==> src/rtl/mem_ls_ctrl_pkg.sv <==
// Shared load/store definitions: selector codes, FSM states, bus size codes
// and small decode helpers used by the controller and its formatter.
package mem_ls_ctrl_pkg;

    typedef enum logic [3:0] {
        SEL_NOP = 4'd0,
        SEL_LB  = 4'd1,
        SEL_LBU = 4'd2,
        SEL_LH  = 4'd3,
        SEL_LHU = 4'd4,
        SEL_LW  = 4'd5,
        SEL_SB  = 4'd6,
        SEL_SH  = 4'd7,
        SEL_SW  = 4'd8
    } ls_sel_e;

    typedef enum logic [2:0] {
        ST_IDLE   = 3'd0,
        ST_ADDR   = 3'd1,
        ST_DATA   = 3'd2,
        ST_DONE   = 3'd3,
        ST_CANCEL = 3'd4
    } ls_state_e;

    localparam logic [1:0] SIZE_BYTE = 2'd0;
    localparam logic [1:0] SIZE_HALF = 2'd1;
    localparam logic [1:0] SIZE_WORD = 2'd2;

    function automatic logic sel_is_load(input logic [3:0] sel);
        return (sel >= SEL_LB) && (sel <= SEL_LW);
    endfunction

    function automatic logic sel_is_store(input logic [3:0] sel);
        return (sel >= SEL_SB) && (sel <= SEL_SW);
    endfunction

    function automatic logic [1:0] sel_size(input logic [3:0] sel);
        logic [1:0] size;
        case (ls_sel_e'(sel))
            SEL_LB, SEL_LBU, SEL_SB: size = SIZE_BYTE;
            SEL_LH, SEL_LHU, SEL_SH: size = SIZE_HALF;
            SEL_LW, SEL_SW:          size = SIZE_WORD;
            default:                 size = SIZE_BYTE;
        endcase
        return size;
    endfunction

    // Halves need addr[0] clear, words need addr[1:0] clear; bytes and
    // unknown selectors never fault.
    function automatic logic sel_misaligned(input logic [3:0] sel, input logic [1:0] lo);
        logic bad;
        case (ls_sel_e'(sel))
            SEL_LH, SEL_LHU, SEL_SH: bad = lo[0];
            SEL_LW, SEL_SW:          bad = |lo;
            default:                 bad = 1'b0;
        endcase
        return bad;
    endfunction

endpackage

==> src/rtl/mem_ls_ctrl_fmt.sv <==
// ls_data_fmt: store-side byte-lane replication and strobes, load-side lane
// selection with sign/zero extension. Purely combinational.
module ls_data_fmt
    import mem_ls_ctrl_pkg::*;
(
    input  logic [3:0]  st_sel,
    input  logic [1:0]  st_addr_lo,
    input  logic [31:0] st_rt,
    output logic [31:0] st_wdata,
    output logic [3:0]  st_wstrb,
    input  logic [3:0]  ld_sel,
    input  logic [1:0]  ld_addr_lo,
    input  logic [31:0] ld_rdata,
    output logic [31:0] ld_data
);

    logic [7:0]  ld_byte_s;
    logic [15:0] ld_half_s;

    // Replicate store data across the lanes and strobe the addressed ones.
    always_comb begin
        case (ls_sel_e'(st_sel))
            SEL_SB: begin
                st_wdata = {4{st_rt[7:0]}};
                st_wstrb = 4'b0001 << st_addr_lo;
            end
            SEL_SH: begin
                st_wdata = {2{st_rt[15:0]}};
                st_wstrb = 4'b0011 << st_addr_lo;
            end
            SEL_SW: begin
                st_wdata = st_rt;
                st_wstrb = 4'hF;
            end
            default: begin
                st_wdata = 32'd0;
                st_wstrb = 4'h0;
            end
        endcase
    end

    // Pick the addressed byte/half out of the returned word and extend it.
    always_comb begin
        case (ld_addr_lo)
            2'd0:    ld_byte_s = ld_rdata[7:0];
            2'd1:    ld_byte_s = ld_rdata[15:8];
            2'd2:    ld_byte_s = ld_rdata[23:16];
            2'd3:    ld_byte_s = ld_rdata[31:24];
            default: ld_byte_s = 8'd0;
        endcase
        if (ld_addr_lo[1]) begin
            ld_half_s = ld_rdata[31:16];
        end else begin
            ld_half_s = ld_rdata[15:0];
        end
        case (ls_sel_e'(ld_sel))
            SEL_LB:  ld_data = {{24{ld_byte_s[7]}}, ld_byte_s};
            SEL_LBU: ld_data = {24'd0, ld_byte_s};
            SEL_LH:  ld_data = {{16{ld_half_s[15]}}, ld_half_s};
            SEL_LHU: ld_data = {16'd0, ld_half_s};
            SEL_LW:  ld_data = ld_rdata;
            default: ld_data = 32'd0;
        endcase
    end

endmodule

==> src/rtl/mem_ls_ctrl.sv <==
// Load/store request controller between EX and the data bus. Issues one
// transaction at a time, holds EX while it is outstanding, absorbs responses
// of flushed requests and registers the extended load result for MEM.
module mem_ls_ctrl
    import mem_ls_ctrl_pkg::*;
(
    input  logic        clk,
    input  logic        rst,
    input  logic        ex_ls_ena,
    input  logic [3:0]  ex_ls_sel,
    input  logic [31:0] ex_ls_addr,
    input  logic [31:0] ex_rt_data,
    input  logic        ex_has_exception,
    input  logic        flush,
    input  logic        pipe_stall,
    output logic        to_ex_is_data_adel,
    output logic        to_ex_is_data_ades,
    output logic        data_req,
    output logic        data_wr,
    output logic [1:0]  data_size,
    output logic [31:0] data_addr,
    output logic [31:0] data_wdata,
    output logic [3:0]  data_wstrb,
    input  logic        data_addr_ok,
    input  logic        data_data_ok,
    input  logic [31:0] data_rdata,
    output logic        ls_stall_req,
    output logic [31:0] mem_load_data
);

    ls_state_e   state_r;
    logic        flush_seen_r;
    logic [3:0]  sel_r;
    logic [31:0] addr_r;
    logic [1:0]  size_r;
    logic        wr_r;
    logic [31:0] wdata_r;
    logic [3:0]  wstrb_r;
    logic [31:0] load_data_r;

    logic        is_load_s;
    logic        is_store_s;
    logic        misal_s;
    logic        eligible_s;
    logic        can_issue_s;
    logic        issue_s;
    logic [31:0] st_wdata_s;
    logic [3:0]  st_wstrb_s;
    logic [31:0] ld_data_s;

    ls_data_fmt u_fmt (
        .st_sel     (ex_ls_sel),
        .st_addr_lo (ex_ls_addr[1:0]),
        .st_rt      (ex_rt_data),
        .st_wdata   (st_wdata_s),
        .st_wstrb   (st_wstrb_s),
        .ld_sel     (sel_r),
        .ld_addr_lo (addr_r[1:0]),
        .ld_rdata   (data_rdata),
        .ld_data    (ld_data_s)
    );

    // Decode the EX request: alignment faults and whether it may issue now.
    // Issue is held off while reset is asserted so the bus reads all-zero.
    always_comb begin
        is_load_s          = sel_is_load(ex_ls_sel);
        is_store_s         = sel_is_store(ex_ls_sel);
        misal_s            = sel_misaligned(ex_ls_sel, ex_ls_addr[1:0]);
        to_ex_is_data_adel = ex_ls_ena & is_load_s & misal_s;
        to_ex_is_data_ades = ex_ls_ena & is_store_s & misal_s;
        eligible_s         = ex_ls_ena & ~ex_has_exception & ~misal_s & ~flush
                             & (is_load_s | is_store_s);
        can_issue_s        = (state_r == ST_IDLE) | ((state_r == ST_DONE) & ~pipe_stall);
        issue_s            = eligible_s & can_issue_s & rst;
    end

    // Bus fields: live EX values in the issue cycle, latched values afterwards.
    always_comb begin
        if (issue_s) begin
            data_wr    = is_store_s;
            data_size  = sel_size(ex_ls_sel);
            data_addr  = ex_ls_addr;
            data_wdata = st_wdata_s;
            data_wstrb = st_wstrb_s;
        end else begin
            data_wr    = wr_r;
            data_size  = size_r;
            data_addr  = addr_r;
            data_wdata = wdata_r;
            data_wstrb = wstrb_r;
        end
        data_req      = issue_s | (state_r == ST_ADDR);
        mem_load_data = load_data_r;
    end

    // Hold EX while a transaction for it (or a cancelled one) is in flight.
    always_comb begin
        case (state_r)
            ST_IDLE, ST_DONE: ls_stall_req = issue_s & ~data_data_ok;
            ST_ADDR:          ls_stall_req = 1'b1;
            ST_DATA:          ls_stall_req = ~data_data_ok;
            ST_CANCEL:        ls_stall_req = ex_ls_ena;
            default:          ls_stall_req = 1'b0;
        endcase
    end

    // Transaction FSM, request latch, flush-sticky bit and load result register.
    always_ff @(posedge clk or negedge rst) begin
        if (!rst) begin
            state_r      <= ST_IDLE;
            flush_seen_r <= 1'b0;
            sel_r        <= 4'd0;
            addr_r       <= 32'd0;
            size_r       <= 2'd0;
            wr_r         <= 1'b0;
            wdata_r      <= 32'd0;
            wstrb_r      <= 4'h0;
            load_data_r  <= 32'd0;
        end else begin
            case (state_r)
                ST_IDLE, ST_DONE: begin
                    if (issue_s) begin
                        sel_r        <= ex_ls_sel;
                        addr_r       <= ex_ls_addr;
                        size_r       <= sel_size(ex_ls_sel);
                        wr_r         <= is_store_s;
                        wdata_r      <= st_wdata_s;
                        wstrb_r      <= st_wstrb_s;
                        flush_seen_r <= 1'b0;
                        state_r      <= data_addr_ok ? ST_DATA : ST_ADDR;
                    end else if ((state_r == ST_DONE) && pipe_stall) begin
                        state_r <= ST_DONE;
                    end else begin
                        state_r <= ST_IDLE;
                    end
                end
                ST_ADDR: begin
                    // The request stays up until accepted; a flush only marks it.
                    if (data_addr_ok) begin
                        state_r      <= (flush_seen_r | flush) ? ST_CANCEL : ST_DATA;
                        flush_seen_r <= 1'b0;
                    end else if (flush) begin
                        flush_seen_r <= 1'b1;
                    end
                end
                ST_DATA: begin
                    if (flush) begin
                        state_r <= data_data_ok ? ST_IDLE : ST_CANCEL;
                    end else if (data_data_ok) begin
                        state_r <= ST_DONE;
                        if (sel_is_load(sel_r)) begin
                            load_data_r <= ld_data_s;
                        end
                    end
                end
                ST_CANCEL: begin
                    if (data_data_ok) begin
                        state_r <= ST_IDLE;
                    end
                end
                default: begin
                    state_r <= ST_IDLE;
                end
            endcase
        end
    end

endmodule

==> config.mk <==
export PLATFORM = sky130hd
export DESIGN_NAME = mem_ls_ctrl
export DESIGN_NICKNAME = d
export VERILOG_FILES = /design/src/rtl/mem_ls_ctrl_pkg.sv /design/src/rtl/mem_ls_ctrl_fmt.sv /design/src/rtl/mem_ls_ctrl.sv
export SDC_FILE = /design/constraint.sdc
export NUM_CORES = 1
export LEC_CHECK = 0
export ABC_AREA = 1
export BUFFER_PORTS_ARGS = -buffer_cell sky130_fd_sc_hd__clkbuf_2
export CORE_ASPECT_RATIO = 0.5
export CORE_UTILIZATION = 40
export CTS_CLUSTER_SIZE = 25
export DETAILED_ROUTE_END_ITERATION = 8
export GPL_TIMING_DRIVEN = 0
export HOLD_SLACK_MARGIN = 0.1
export PLACE_DENSITY = 0.69
export RECOVER_POWER = 50
export REMOVE_ABC_BUFFERS = 1
export SLEW_MARGIN = 15
export SYNTH_ARGS = -nofsm -noshare
export SYNTH_HDL_FRONTEND = slang
export SYNTH_SLANG_ARGS = --single-unit
export TNS_END_PERCENT = 1
==> constraint.sdc <==
create_clock -name clk -period 3.47 [get_ports clk]
set_input_delay 0.347 -clock clk [delete_from_list [all_inputs] [get_ports clk]]
set_output_delay 0.347 -clock clk [all_outputs]
set_load 0.005 [all_outputs]
# == After elaboration in Yosys (flattened, before gate mapping) ==
# Memory sizes are Yosys's and may differ from the RTL's. A register that Yosys moved wholly into a read port is not among the register bits.
# Index checks and enable logic that the tools add are counted.
# word_totals
ff_bits,109
rom_bits,64
in_bits,108
output_inout_bits,107
word_cells,104
memories,2
# mem_list
memory,words,word_bits,read_ports,rd_ports_with_merged_regs,wr,line_no,source
(no name shown),16,2,1,1,0,mem_ls_ctrl_pkg.sv:39,case (ls_sel_e'(sel))
(no name shown),16,2,1,0,0,mem_ls_ctrl_pkg.sv:39,
# classes
n_lt_le_gt_ge,6
eq_ne,23
shift,2
n_mux,26
n_bitwise,21
n_reduce_logical,16
# ops
op,count
$pmux W32 S5,1
$pmux W32 S3,1
$mux W32,2
$pmux W8 S4,1
$eq A4 B3 Y1 const B,6
$mux W3,6
$mux W16,1
$and A1 B1 Y1,12
$eq A4 B2 Y1 const B,3
$pmux W3 S4,1
$pmux W4 S3,1
$ge A4 B1 Y1 const B,2
$le A4 B3 Y1 const B,2
$mux W2,4
$eq A3 B2 Y1 const B,2
$ne A2 B2 Y1 const B,3
$ne A3 B3 Y1 const B,2
$reduce_and A3 Y1,2
$reduce_or A2 Y1,3
$not A1 Y1,5
$eq A2 B2 Y1 const B,2
$eq A4 B1 Y1 const B,1
$eq A4 B4 Y1 const B,1
$ge A4 B3 Y1 const B,1
19 further kinds,29

# == Depth between registers and ports, before layout ==
# logic_depth
depth_word,11
depth_mapped,13
mapped_depth_nobuf,12

# == Cells and area by module ==
# From an unflattened synthesis, not the netlist that was laid out.
# hier_totals
hier_cells,990
area_unflattened_um2,6628.9
# by_module_without_submodules
mod,n_inst,cells_each,area_each_um2,seq_area_each_um2
mem_ls_ctrl,1,615,4919.7,2777.7
ls_data_fmt,1,375,1709.1,0.0

# == Worst setup path before layout ==
# OpenSTA, ideal clock, no wires.
# synth_path
kind,input to output
start,input ex_ls_sel[0]
end,output data_wstrb[0]
arrival_ns,1.533
t_required_ns,3.123
slack_ns,1.590
cell_stages,11
n_path_buf,2
cell_sequence,inv_1 -> ha_1 -> nand3_2 -> nand2_1 -> nand2_2 -> nand2_2 -> nand3_4 -> buf_6 -> buf_6 -> nand2_1 -> o21ai_0
# synth_between
elab_chain_cells,10
word_cells_on_any_way,24
classes_between,order compare (4); eq/ne (6); mux (3); bitwise (7); reduce/logical (4)
# synth_rtl
item,line_no,source
"start, declared",mem_ls_ctrl.sv:10,"input logic [3:0] ex_ls_sel,"
$eq A4 B2 Y1 (tied with other cells),mem_ls_ctrl_pkg.sv:52,case (ls_sel_e'(sel))
$reduce_or A3 Y1 / $reduce_or A2 Y1 (equally long branches),mem_ls_ctrl_pkg.sv:52,
$pmux W1 S2,mem_ls_ctrl_pkg.sv:52,
$not A1 Y1,mem_ls_ctrl.sv:71,eligible_s = ex_ls_ena & ~ex_has_exception & ~misal_s & ~flush
$and A1 B1 Y1 (2 in a row),mem_ls_ctrl.sv:71,
$and A1 B1 Y1,mem_ls_ctrl.sv:72,& (is_load_s | is_store_s);
$and A1 B1 Y1 (2 in a row),mem_ls_ctrl.sv:74,issue_s = eligible_s & can_issue_s & rst;
$mux W4 *,mem_ls_ctrl.sv:79,if (issue_s) begin
"end, declared",mem_ls_ctrl.sv:23,"output logic [3:0] data_wstrb,"
# Mark *: on every way between the ends. The rest lies on a longest branch, timed or not.

# == Worst setup path after layout ==
# layout_path
start,register state_r[0]
end,output data_addr[7]
# layout_between
elab_chain_cells,6
word_cells_on_any_way,7
classes_between,eq/ne (1); mux (1); bitwise (4); reduce/logical (1)
# layout_rtl
item,line_no,source
"start, declared",mem_ls_ctrl.sv:31,ls_state_e state_r;
"start signal, assigned",mem_ls_ctrl.sv:130,state_r <= data_addr_ok ? ST_DATA : ST_ADDR;
"start signal, assigned",mem_ls_ctrl.sv:140,state_r <= (flush_seen_r | flush) ? ST_CANCEL : ST_DATA;
"start signal, assigned",mem_ls_ctrl.sv:148,state_r <= data_data_ok ? ST_IDLE : ST_CANCEL;
$eq A3 B2 Y1,mem_ls_ctrl.sv:73,can_issue_s = (state_r == ST_IDLE) | ((state_r == ST_DONE) & ~pipe_stall);
$and A1 B1 Y1,mem_ls_ctrl.sv:73,
$or A1 B1 Y1 *,mem_ls_ctrl.sv:73,
$and A1 B1 Y1 * (2 in a row),mem_ls_ctrl.sv:74,
$mux W32 *,-,
"end, declared",mem_ls_ctrl.sv:21,"output logic [31:0] data_addr,"
# Marks and branches as above.

==> impl_metrics.tcl <==
set metrics [dict create \
    io_pins 215 \
    power.internal_w 0.00308 \
    nFillCells 1537 \
    drtIter0Drc 330 \
    rrSetupSlack_ns 0.40 \
    antenna_left 0 \
    cap_violations 2 \
    cts-root-buf "clkbuf_16" \
    startpoint_type "flip-flop" \
    antenna_found_initial 0 \
    htree_levels 3 \
    rsz0062_at_grt "no" \
    worstPathArrival_ns 2.76 \
    die_w_microns 177 \
    grtUsageMet3 0.0355 \
    power_frac_seq 0.403 \
    min_period_over_period 0.896 \
    rr_startpoint "addr_r[1]$_DFFE_PN0P_" \
    via_per_inst 5.06 \
    cts_tree "done" \
    fmax_ghz 0.322 \
    hold_class "in -> reg" \
    syn_to_final_growth_pct 23.5 \
    finish.utilization 0.516 \
    post-dp-hpwl_mm 11.5 \
    async_flop_share 1.00 \
    synth_top_family_by_area "simple AND/OR/NAND/NOR gates" \
    portBuffers 214 \
    clk_latency_ns 0.34 \
    synthAdderAreaFrac 0.0102 \
    whs_path_depth 3 \
    cts_buffers 9 \
    powerDensity_nw_per_um2 657 \
    min_period_ns 3.11 \
    p_leak_nw 4.39 \
    busiest_layer "met2" \
    reg2reg_depth 9 \
    die_h_microns 89.7 \
    hold_viol_final 0 \
    grt.met2_usage 0.368 \
    slew_violations 113 \
    synth_flop_cell "dfrtp_1" \
    grt.overflow.total 0 \
    critical_path_class "reg -> out" \
    cp.required_ns 3.12 \
    status "finished, violations left" \
    grt_max_degree 82 \
    synth_compound_area_frac 0.171 \
    first_pass_iters 5 \
    synthXorXnorAreaFrac 0 \
    std_cell_rows 31 \
    grt_pass1_vias 5876 \
    drive_gt1_frac 0.225 \
    syn_inst 856 \
    worstMarginPinSlew_ns 2.04 \
    netlist_area_sq_um 6160 \
    crit_path_end_kind "primary output" \
    yosysWarnings 0 \
    die-area_sq_um 15900 \
    synth-seq-cells 111 \
    cts.sinks 111 \
    worstHoldStart "ex_ls_addr[18]" \
    multi_input_area_sq_um 2930 \
    syn_area_per_cell_sq_um 7.19 \
    violations "max-capacitance violations, max-slew violations" \
    nNetsFinal 1159 \
    vias 6320 \
    regToRegEndpoint "mem_load_data[13]$_DFFE_PN0P_" \
    diodes 0 \
    ys_seq_area_frac 0.451 \
    core_sq_um 14700 \
    fin_skew_ns 0.00927 \
    cp_max_fo 78 \
    slew_headroom -0.360 \
    start_util 0.418 \
    synthMuxAreaShare 0 \
    clock_path_buffers 2 \
    worst_ir_drop_vdd_mv 0.268 \
    comb_power_share 0.393 \
    grt_pass1_wl_mm 28.1 \
    routedWlPerCell_microns 13.6 \
    p_switching_w 0.00191 \
    setup_tns_ns 0 \
    place.gp.congestion 0.844 \
    wl_mm 16.9 \
    min_to "addr_r[18]$_DFFE_PN0P_" \
    pwr-share-clk 0.204 \
    ys_types 34 \
    path_clk_slew_ns 0.08 \
    route.detailed.drc 0 \
    seq_area_sq_um 2780 \
    setup_viol 0 \
    swShare 0.382 \
    grt_usage 0.218 \
    synth-simple-area-share 0.290 \
    synth_edf_count 0 \
    grt_use_met1 0.294 \
    cts_setup_buffers 0 \
]
[sequential cells by signal (all words and copies together), names as in the netlist]
name / count
mem_load_data: 32
flush_seen_r: 1
state_r: 3
wstrb_r: 4
wdata_r: 32
sel_r: 4
size_r: 2
wr_r: 1
addr_r: 32
[power groups by stage]
stage / clock network (W) / registers [W] / logic, W
floorplan: 0 / 0.00199 / 0.00115
global placement: 0 / 0.00202 / 0.00193
detailed placement: 0 / 0.00203 / 0.00198
CTS: 0.00106 / 0.00201 / 0.00201
global route: 0.00110 / 0.00207 / 0.00226
finish: 0.00102 / 0.00201 / 0.00196
[logic make-up (layout without fill, tap and decap cells)]
group | count (synthesis) | after routing
AO/OA/AOI/OAI | 191 | 191
adder cells (fa/ha/maj) | 5 | 5
buffers and inverters | 105 | 298
flip-flops | 111 | 111
AND/OR/NAND/NOR | 444 | 446
[stage by stage]
stage | hold slack, ns | area [sq um] | worst slack, ns | total power, W | instances
2_1_floorplan | 0.0514 | 5910 | 0.230 | 0.00314 | 813
3_3_place_gp | 0.448 | 7230 | -2.55 | 0.00395 | 1225
3_5_place_dp | 0.263 | 7290 | -0.656 | 0.00401 | 1227
4_1_cts | 0.169 | 7690 | 0.00372 | 0.00507 | 1249
5_1_grt | 0.215 | 7600 | 0.0749 | 0.00543 | 1249
6_report | 0.215 | 7600 | 0.361 | 0.00499 | 1249
[cell usage after synthesis (2+ instances only)]
master,instances,area share
buf_1,2,0.0012
buf_6,8,0.015
nor3_1,3,0.0024
nand3_1,29,0.024
nand3_2,2,0.0033
o21ai_1,7,0.0057
nor2_2,3,0.0030
nand2_2,2,0.0020
a32oi_1,3,0.0043
clkbuf_1,17,0.010
o211ai_1,8,0.0098
ha_1,5,0.010
nand2_1,330,0.20
o221ai_1,3,0.0043
buf_2,14,0.011
o22ai_1,3,0.0030
nand4_1,4,0.0041
a31oi_1,21,0.021
dfrtp_1,111,0.45
a21oi_1,29,0.024
inv_2,3,0.0018
buf_4,2,0.0024
nor2_1,66,0.040
o21ai_0,113,0.092
inv_1,59,0.036
[critical path, stage by stage, from the launching register on]
cell and delay, ns:
dfrtp_1 0.43, nor2_1 0.16, nand2_1 0.09, nand2_1 0.07
nand2_1 0.08, nor2_2 0.34, nand3_4 0.30, buf_16 0.29
inv_6 0.29, nand2_1 0.12, nand2_1 0.09, clkbuf_2 0.11
[routing by layer]
layer,share of wire,wire length [microns]
met4,0.0073,124
met3,0.056,952
met2,0.48,8140
met1,0.46,7710
met5,0,0
[cells in the final DEF (no fill, tap or decap), types with 5 or more instances in the layout]
cell,synthesis,routed
nand2_1,330,330
clkbuf_2,0,201
o21ai_0,113,113
dfrtp_1,111,111
nor2_1,66,64
inv_1,59,59
nand3_1,29,29
a21oi_1,29,29
a31oi_1,21,21
clkbuf_1,17,16
clkbuf_16,0,9
o211ai_1,8,8
o21ai_1,7,7
ha_1,5,5
[repair_timing]
item | CTS | global route
hold endpoints to repair | 30 | 0
gates cloned | 2 | 0
gates resized for setup | 3 | 2
setup endpoints to repair | 59 | 23
hold buffers | 4 | 0
pin swaps | 1 | 0
[area by class of cell]
| cell class | instances | area share |
|---|---|---|
| timing repair buffer | 220 | 0.147 |
| sequential | 111 | 0.365 |
| clock inverter | 4 | 0.00461 |
| multi-input combinational | 642 | 0.385 |
| tap | 198 | 0.0326 |
| inverter | 62 | 0.0313 |
| clock buffer | 12 | 0.0337 |
[worst max path at each step]
stage,start,endpoint,slack (ns),cells after the start
after floorplan,ex_ls_sel[1],data_addr[10],0.23,9
after global placement,rst,data_wdata[23],-2.55,8
after detailed placement,ex_ls_sel[1],data_addr[29],-0.66,12
after CTS,ex_ls_sel[1],data_wdata[4],0.004,9
after global routing,addr_r[1]$_DFFE_PN0P_,mem_load_data[13]$_DFFE_PN0P_,0.07,9
final,state_r[0]$_DFFE_PN0P_,data_addr[7],0.36,11
Power figures use the tool's default switching activity.
